$ cat config.mk
export PLATFORM = sky130hd
export DESIGN_NAME = sync_fifo
export DESIGN_NICKNAME = d
export VERILOG_FILES = /design/src/rtl/sync_fifo.sv
export SDC_FILE = /design/constraint.sdc
export NUM_CORES = 1
export LEC_CHECK = 0
export CAP_MARGIN = 15
export CORE_MARGIN = 2
export CORE_UTILIZATION = 45
export CTS_BUF_LIST = sky130_fd_sc_hd__clkbuf_4 sky130_fd_sc_hd__clkbuf_8 sky130_fd_sc_hd__clkbuf_16
export DETAILED_ROUTE_END_ITERATION = 12
export DONT_BUFFER_PORTS = 1
export GPL_ROUTABILITY_DRIVEN = 0
export GPL_TIMING_DRIVEN = 0
export PLACE_DENSITY_LB_ADDON = 0.25
export SLEW_MARGIN = 20
export SYNTH_ARGS = -nofsm -noshare
export SYNTH_HDL_FRONTEND = slang
export SYNTH_SLANG_ARGS = --single-unit
export TNS_END_PERCENT = 50
$ cat constraint.sdc
create_clock -name clk -period 2.62 [get_ports clk]
set_clock_uncertainty 0.05 [all_clocks]
set_input_delay 0.131 -clock clk [delete_from_list [all_inputs] [get_ports clk]]
set_output_delay 0.131 -clock clk [all_outputs]
set_load 0.02 [all_outputs]
$ cat src/rtl/sync_fifo.sv
// sync_fifo: single-clock FIFO with registered read data and full/empty flags.
// Storage is a DEPTH x DATA_WIDTH register array addressed by wrapping pointers.
// The pointers carry one extra wrap bit, so all DEPTH entries are usable.
// Ports:
//   clk       - clock, rising edge
//   rst_n     - asynchronous active-low reset
//   w_en      - write request; gated internally by full
//   r_en      - read request; gated internally by empty
//   data_in   - write data, sampled with w_en
//   data_out  - read data, valid one clock after an accepted read, else held
//   full      - DEPTH entries stored
//   empty     - no entries stored
module sync_fifo #(
  parameter int DEPTH      = 8,
  parameter int DATA_WIDTH = 8
) (
  input  logic                  clk,
  input  logic                  rst_n,
  input  logic                  w_en,
  input  logic                  r_en,
  input  logic [DATA_WIDTH-1:0] data_in,
  output logic [DATA_WIDTH-1:0] data_out,
  output logic                  full,
  output logic                  empty
);

  localparam int AW = $clog2(DEPTH);
  localparam int PW = AW + 1;

  logic [DATA_WIDTH-1:0] mem [DEPTH];

  logic [PW-1:0]         wr_ptr_q, wr_ptr_d;
  logic [PW-1:0]         rd_ptr_q, rd_ptr_d;
  logic [DATA_WIDTH-1:0] data_out_q, data_out_d;

  logic [AW-1:0] wr_addr, rd_addr;
  logic          wr_ok, rd_ok;

  assign wr_addr = wr_ptr_q[AW-1:0];
  assign rd_addr = rd_ptr_q[AW-1:0];

  // Same address with differing wrap bits means the writer is a full lap ahead.
  assign empty = (wr_ptr_q == rd_ptr_q);
  assign full  = (wr_addr == rd_addr) && (wr_ptr_q[AW] != rd_ptr_q[AW]);

  // Both requests are qualified by the pre-edge flags: no fall-through on
  // empty, and a write into a full FIFO is dropped even when a read frees a slot.
  assign wr_ok = w_en && !full;
  assign rd_ok = r_en && !empty;

  assign data_out = data_out_q;

  always_comb begin
    wr_ptr_d   = wr_ptr_q;
    rd_ptr_d   = rd_ptr_q;
    data_out_d = data_out_q;
    if (wr_ok) begin
      wr_ptr_d = wr_ptr_q + PW'(1);
    end
    if (rd_ok) begin
      rd_ptr_d   = rd_ptr_q + PW'(1);
      data_out_d = mem[rd_addr];
    end
  end

  always_ff @(posedge clk or negedge rst_n) begin
    if (!rst_n) begin
      wr_ptr_q   <= '0;
      rd_ptr_q   <= '0;
      data_out_q <= '0;
    end else begin
      wr_ptr_q   <= wr_ptr_d;
      rd_ptr_q   <= rd_ptr_d;
      data_out_q <= data_out_d;
    end
  end

  // Storage contents are don't-care after reset, so the array has no reset.
  always_ff @(posedge clk) begin
    if (wr_ok) begin
      mem[wr_addr] <= data_in;
    end
  end

endmodule

Yosys cells after proc, flatten, opt, wreduce, memory -nomap -nowiden --
Memories as Yosys holds them, arrays and structs flattened. A register that Yosys moved wholly into a read port is not among the register bits. Index checks and enable logic that the tools add are counted.
Word-level totals: flip-flop bits (word level) 8, RAM bits 64, input port bits 12, logic and storage cells 16, memories 1
Operators by class: $add $sub $neg 2, eq/ne operators 3, mux-type cells 2, reduce and logical (&&, ||, !) cells 6
Memories:
- mem | words 8, width 8, rd ports 1, clocked after memory_dff 1, write ports 1, RTL line 30 | logic [DATA_WIDTH-1:0] mem [DEPTH];
Operators by type and width (count):
- 4-bit by 1-bit adder with 4-bit output, second input constant | 2
- 4-bit equality test | 1
- 3-bit equality test | 1
- 1-bit logical AND | 3
- 1-bit zero test | 3
- 1-bit two-way mux | 2
- 1-bit inequality test | 1

Logic depth before layout (Yosys ltp) --
word-level depth 6, gate-level depth with buffers 6, depth with buffers taken out 4

Worst setup path after synthesis --
No wires, ideal clock.
path kind flip-flop to flip-flop, start reg rd_ptr_q[1], end mem mem[4][0] (enable), data arrival time 1.867 ns, slack 0.319 ns, stages on the path, launching flop included 6, path buffers 1, cells stage by stage dfrtp_1 > buf_4 > xor2_1 > o41ai_4 > or2_1 > nor3_1
On the way: word-level cells in the longest chain between the ends 6
Ends and longest elaborated chain:
- from (decl) | RTL line 33 | logic [PW-1:0] rd_ptr_q, rd_ptr_d;
- from (signal assigned) | RTL line 73 | rd_ptr_q <= rd_ptr_d;
- 3-bit equality test | RTL line 44 | assign full = (wr_addr == rd_addr) && (wr_ptr_q[AW] != rd_ptr_q[AW]);
- 1-bit logical AND | RTL line 44
- 1-bit zero test | RTL line 48 | assign wr_ok = w_en && !full;
- 1-bit logical AND | RTL line 48
- 1-bit two-way mux | RTL line 80 | if (wr_ok) begin
- 1-bit two-way mux (not written as such) | RTL line 81 | mem[wr_addr] <= data_in;
- to (decl) | RTL line 30
No other way between the ends.

Worst setup path after layout --
start reg rd_ptr_q[1], end mem mem[2][0] (enable)
The elaborated chain is that of the path after synthesis.

==> key figures <==
Power and ir drop
  – Net Sw Power: 1.433 mW
  – Internal: 2.604 mW
  – Register share of total power: 0.467
  – Clock power frac: 0.201
  – Leak: 1.240 nW
  – Comb pwr share: 0.332
  – Net Sw Frac: 0.3550
  – Peak VDD IR: 334.5 uV
  – Total power: roughly 4.0 mW
  – Pwr dens: 1113 nW/um2

Route
  – DRC Markers: 0
  – Antenna-violating nets left: 0
  – Initial DRC count: 51
  – Final wirelength: between 5000 and 6000 um
  – DR vias: 1514
  – DR vias/cell: 5.203
  – DR pass1 iterations: 4
  – Avg WL per Cell: 18.82 um

Critical path
  – Crit Path Max Fanout: 10
  – Top delay family on crit path: simple AND/OR/NAND/NOR gates
  – CP bufs+invs: 1
  – Startpoint types: register
  – Largest stage delay, worst path: between 0.5 and 0.6 ns
  – CP required: 2.56 ns
  – Crit path cell chain: buf_4 -> xor2_1 -> o41ai_4 -> nand2b_1 -> nor2_2
  – Worst path slowest cell: nor2_2
  – Critical Path End Type: register
  – Crit path kind: reg2reg
  – WP data arrival: 2.29 ns

Timing
  – Hold slack: roughly 0.046 ns
  – Finish-stage setup viols: 0
  – Time the worst path needs with I/O delays and setup: 2.350 ns
  – Fin. max-slew vios: 0
  – FMAX: roughly 0.43 GHz
  – Setup TNS: 0 ns
  – Max-slew headroom: 0.3535
  – Fin worst setup slack: 0.2700 ns
  – Final Cycle Share: 0.8969
  – RSZ-0062 raised after global routing: false
  – Hold Violations, Final: 0
  – Tightest Pin Transition: between 0.9 and 1 ns

Synth
  – Share of the synthesized area in the top cell type: 0.6024
  – Top post-synthesis cells by area: edfxtp_1 60%, dfrtp_1 13%, mux4_2 11%
  – Post-synthesis cell area: 3191 um2
  – Seq cells post-synth: 80
  – Cell count after synthesis: 168
  – Library cells used by synthesis: 24
  – Synthesis Warnings: 0
  – Sequential area share after synthesis: 0.7278
  – Syn Area/Cell: 18.99 um2
  – Syn nets: 182
  – Cell taking the most area after synthesis: edfxtp_1

GRT
  – GRT Total Usage: 0.1609
  – First-pass GRT wire length: 8659 um
  – Congestion Overflow GR: 0
  – Vias in the first global route: 1657
  – Initial antenna violation count: 0
  – Largest net degree at the start of global routing: 17

Placement
  – Post-detail-place hpwl: 3535 um
  – IO buf count: 0
  – Setup slack after placement: 0.04098 ns

Finish
  – Reg area: between 2000 and 2500 um2
  – Fin nets: 204
  – Layout cell share with drive strength beyond 1: 0.2615
  – # diodes: 0
  – Area of the multi-input gates: 838.3 um2
  – Layout area overhead: 13.69%
  – Number of fillers in the final layout: 547

Floorplan
  – Die width: 88.20 um
  – Io pins: 22
  – Core Rows: 30
  – Die Y: about 90 um
  – Die ar.: roughly 8000 um2
  – Initial Utilization: 0.4670
  – Total core area: between 6000 and 7000 um2

Clock tree
  – Clk slew on worst S/H paths: ~0.080 ns
  – Cts bufs inserted: 9
  – CTS Buffer Depth: 2
  – Clk root buf: clkbuf_8
  – Max H-tree Level: 3
  – Clk sinks: 80
  – Postcts setup bufs: 0
  – CTS tree: built
  – Clk_lat worst skew: 0.35 ns

Flow run
  – Total of max-cap violations: 0

Run status
  – Outcome: completed

Min path
  – Hold Path Class: in2reg
tightest hold or removal path, cell delays in order:
cell and delay (ns):
o41ai_2 0.04, buf_4 0.16, o21ai_1 0.08
cell families (layout without fill, tap and decap cells):
logic type	count (synthesis)	in the layout	share of synthesized area
AND/OR/NAND/NOR	28	28	0.04078
flip-flops	80	80	0.7278
XOR/XNOR	11	11	0.03255
buffers and inverters	11	38	0.01843
multiplexers	26	26	0.1463
adder cells (fa/ha/maj)	2	2	0.007842
AO/OA/AOI/OAI	10	10	0.02628
cells in the mapped netlist:
cell      number
xnor2_1        4
nor3_1         4
clkbuf_1       2
nor2_1         8
edfxtp_1      64
mux2i_1        8
mux4_2        16
o21ai_1        8
dfrtp_1       16
inv_1          3
mux2_1         1
o41ai_2        1
nor3_2         1
or2_1          2
o41ai_4        1
buf_4          4
nand2_1        9
buf_2          2
nand2b_1       3
xor2_1         6
ha_1           2
nand3_1        1
mux2_4         1
xor2_2         1
layer usage:
metal | track usage | vias to the layer above | part of all wire
met5 | 0 | - | 0
met4 | 0.09366 | 0 | 0.020
met3 | 0.04053 | 14 | 0.064
met2 | 0.2604 | 52 | 0.51
met1 | 0.1966 | 759 | 0.41
li1 | - | 689 | -
per-stage QoR:
| step | utilization | area, um2 | std cells |
|---|---|---|---|
| after floorplan | - | 3191 | 168 |
| after global placement | 0.4846 | 3311 | 264 |
| after detailed placement | 0.4872 | 3328 | 265 |
| after CTS | 0.5282 | 3608 | 291 |
| after global routing | 0.5310 | 3627 | 291 |
| final | 0.5310 | 3627 | 291 |
cell usage in the layout (no fill, tap or decap), types with 6 or more instances in the layout:
cell type	synthesis	final
dfrtp_1	16	16
xor2_1	6	6
o21ai_1	8	8
edfxtp_1	64	64
mux4_2	16	16
nand2_1	9	9
clkbuf_8	0	9
dlygate4sd3_1	0	10
mux2i_1	8	8
worst paths after layout:
| path | startpoint | endpoint | slack [ns] | cells after the start |
|---|---|---|---|---|
| setup / recovery | rd_ptr_q[1] | mem[2][0] | 0.27 | 5 |
| hold / removal | r_en | data_out[2] | 0.05 | 3 |
| setup reg to reg | rd_ptr_q[1] | mem[2][0] | 0.27 | 5 |
| hold reg to reg | rd_ptr_q[3] | rd_ptr_q[3] | 0.49 | 1 |
| max in group asynchronous | rst_n | wr_ptr_q[2] | 1.87 | 1 |
| min in group asynchronous | rst_n | data_out[7] | 0.21 | 1 |
repair_timing:
item / CTS / global route
hold endpoints to repair: 82 / 0
hold buffers: 10 / 0
gates resized for setup: 0 / 6
endpoints found under the setup margin: 0 / 40
registers in the layout, indices dropped and copies added (netlist names):
name	count
mem	64
rd_ptr_q	4
data_out	8
wr_ptr_q	4
cell type report:
| class | instances | share of cell area |
|---|---|---|
| multi-input combinational | 77 | 0.2311 |
| clock inverter | 7 | 0.01552 |
| timing repair buffer | 11 | 0.02967 |
| sequential | 80 | 0.6402 |
| inverter | 3 | 0.003105 |
| tap | 96 | 0.03311 |
| buffer | 8 | 0.01311 |
| clock buffer | 9 | 0.03415 |
power by group through the flow:
stage / clock network (mW) / registers (mW) / logic (mW)
2_1_floorplan: 0 / 1.87 / 1.04
6_report: 0.811 / 1.88 / 1.34
4_1_cts: 0.827 / 1.89 / 1.35
5_1_grt: 0.879 / 1.92 / 1.49
3_3_place_gp: 0 / 1.90 / 1.27
3_5_place_dp: 0 / 1.92 / 1.32
(Power assumes the default switching activity.)
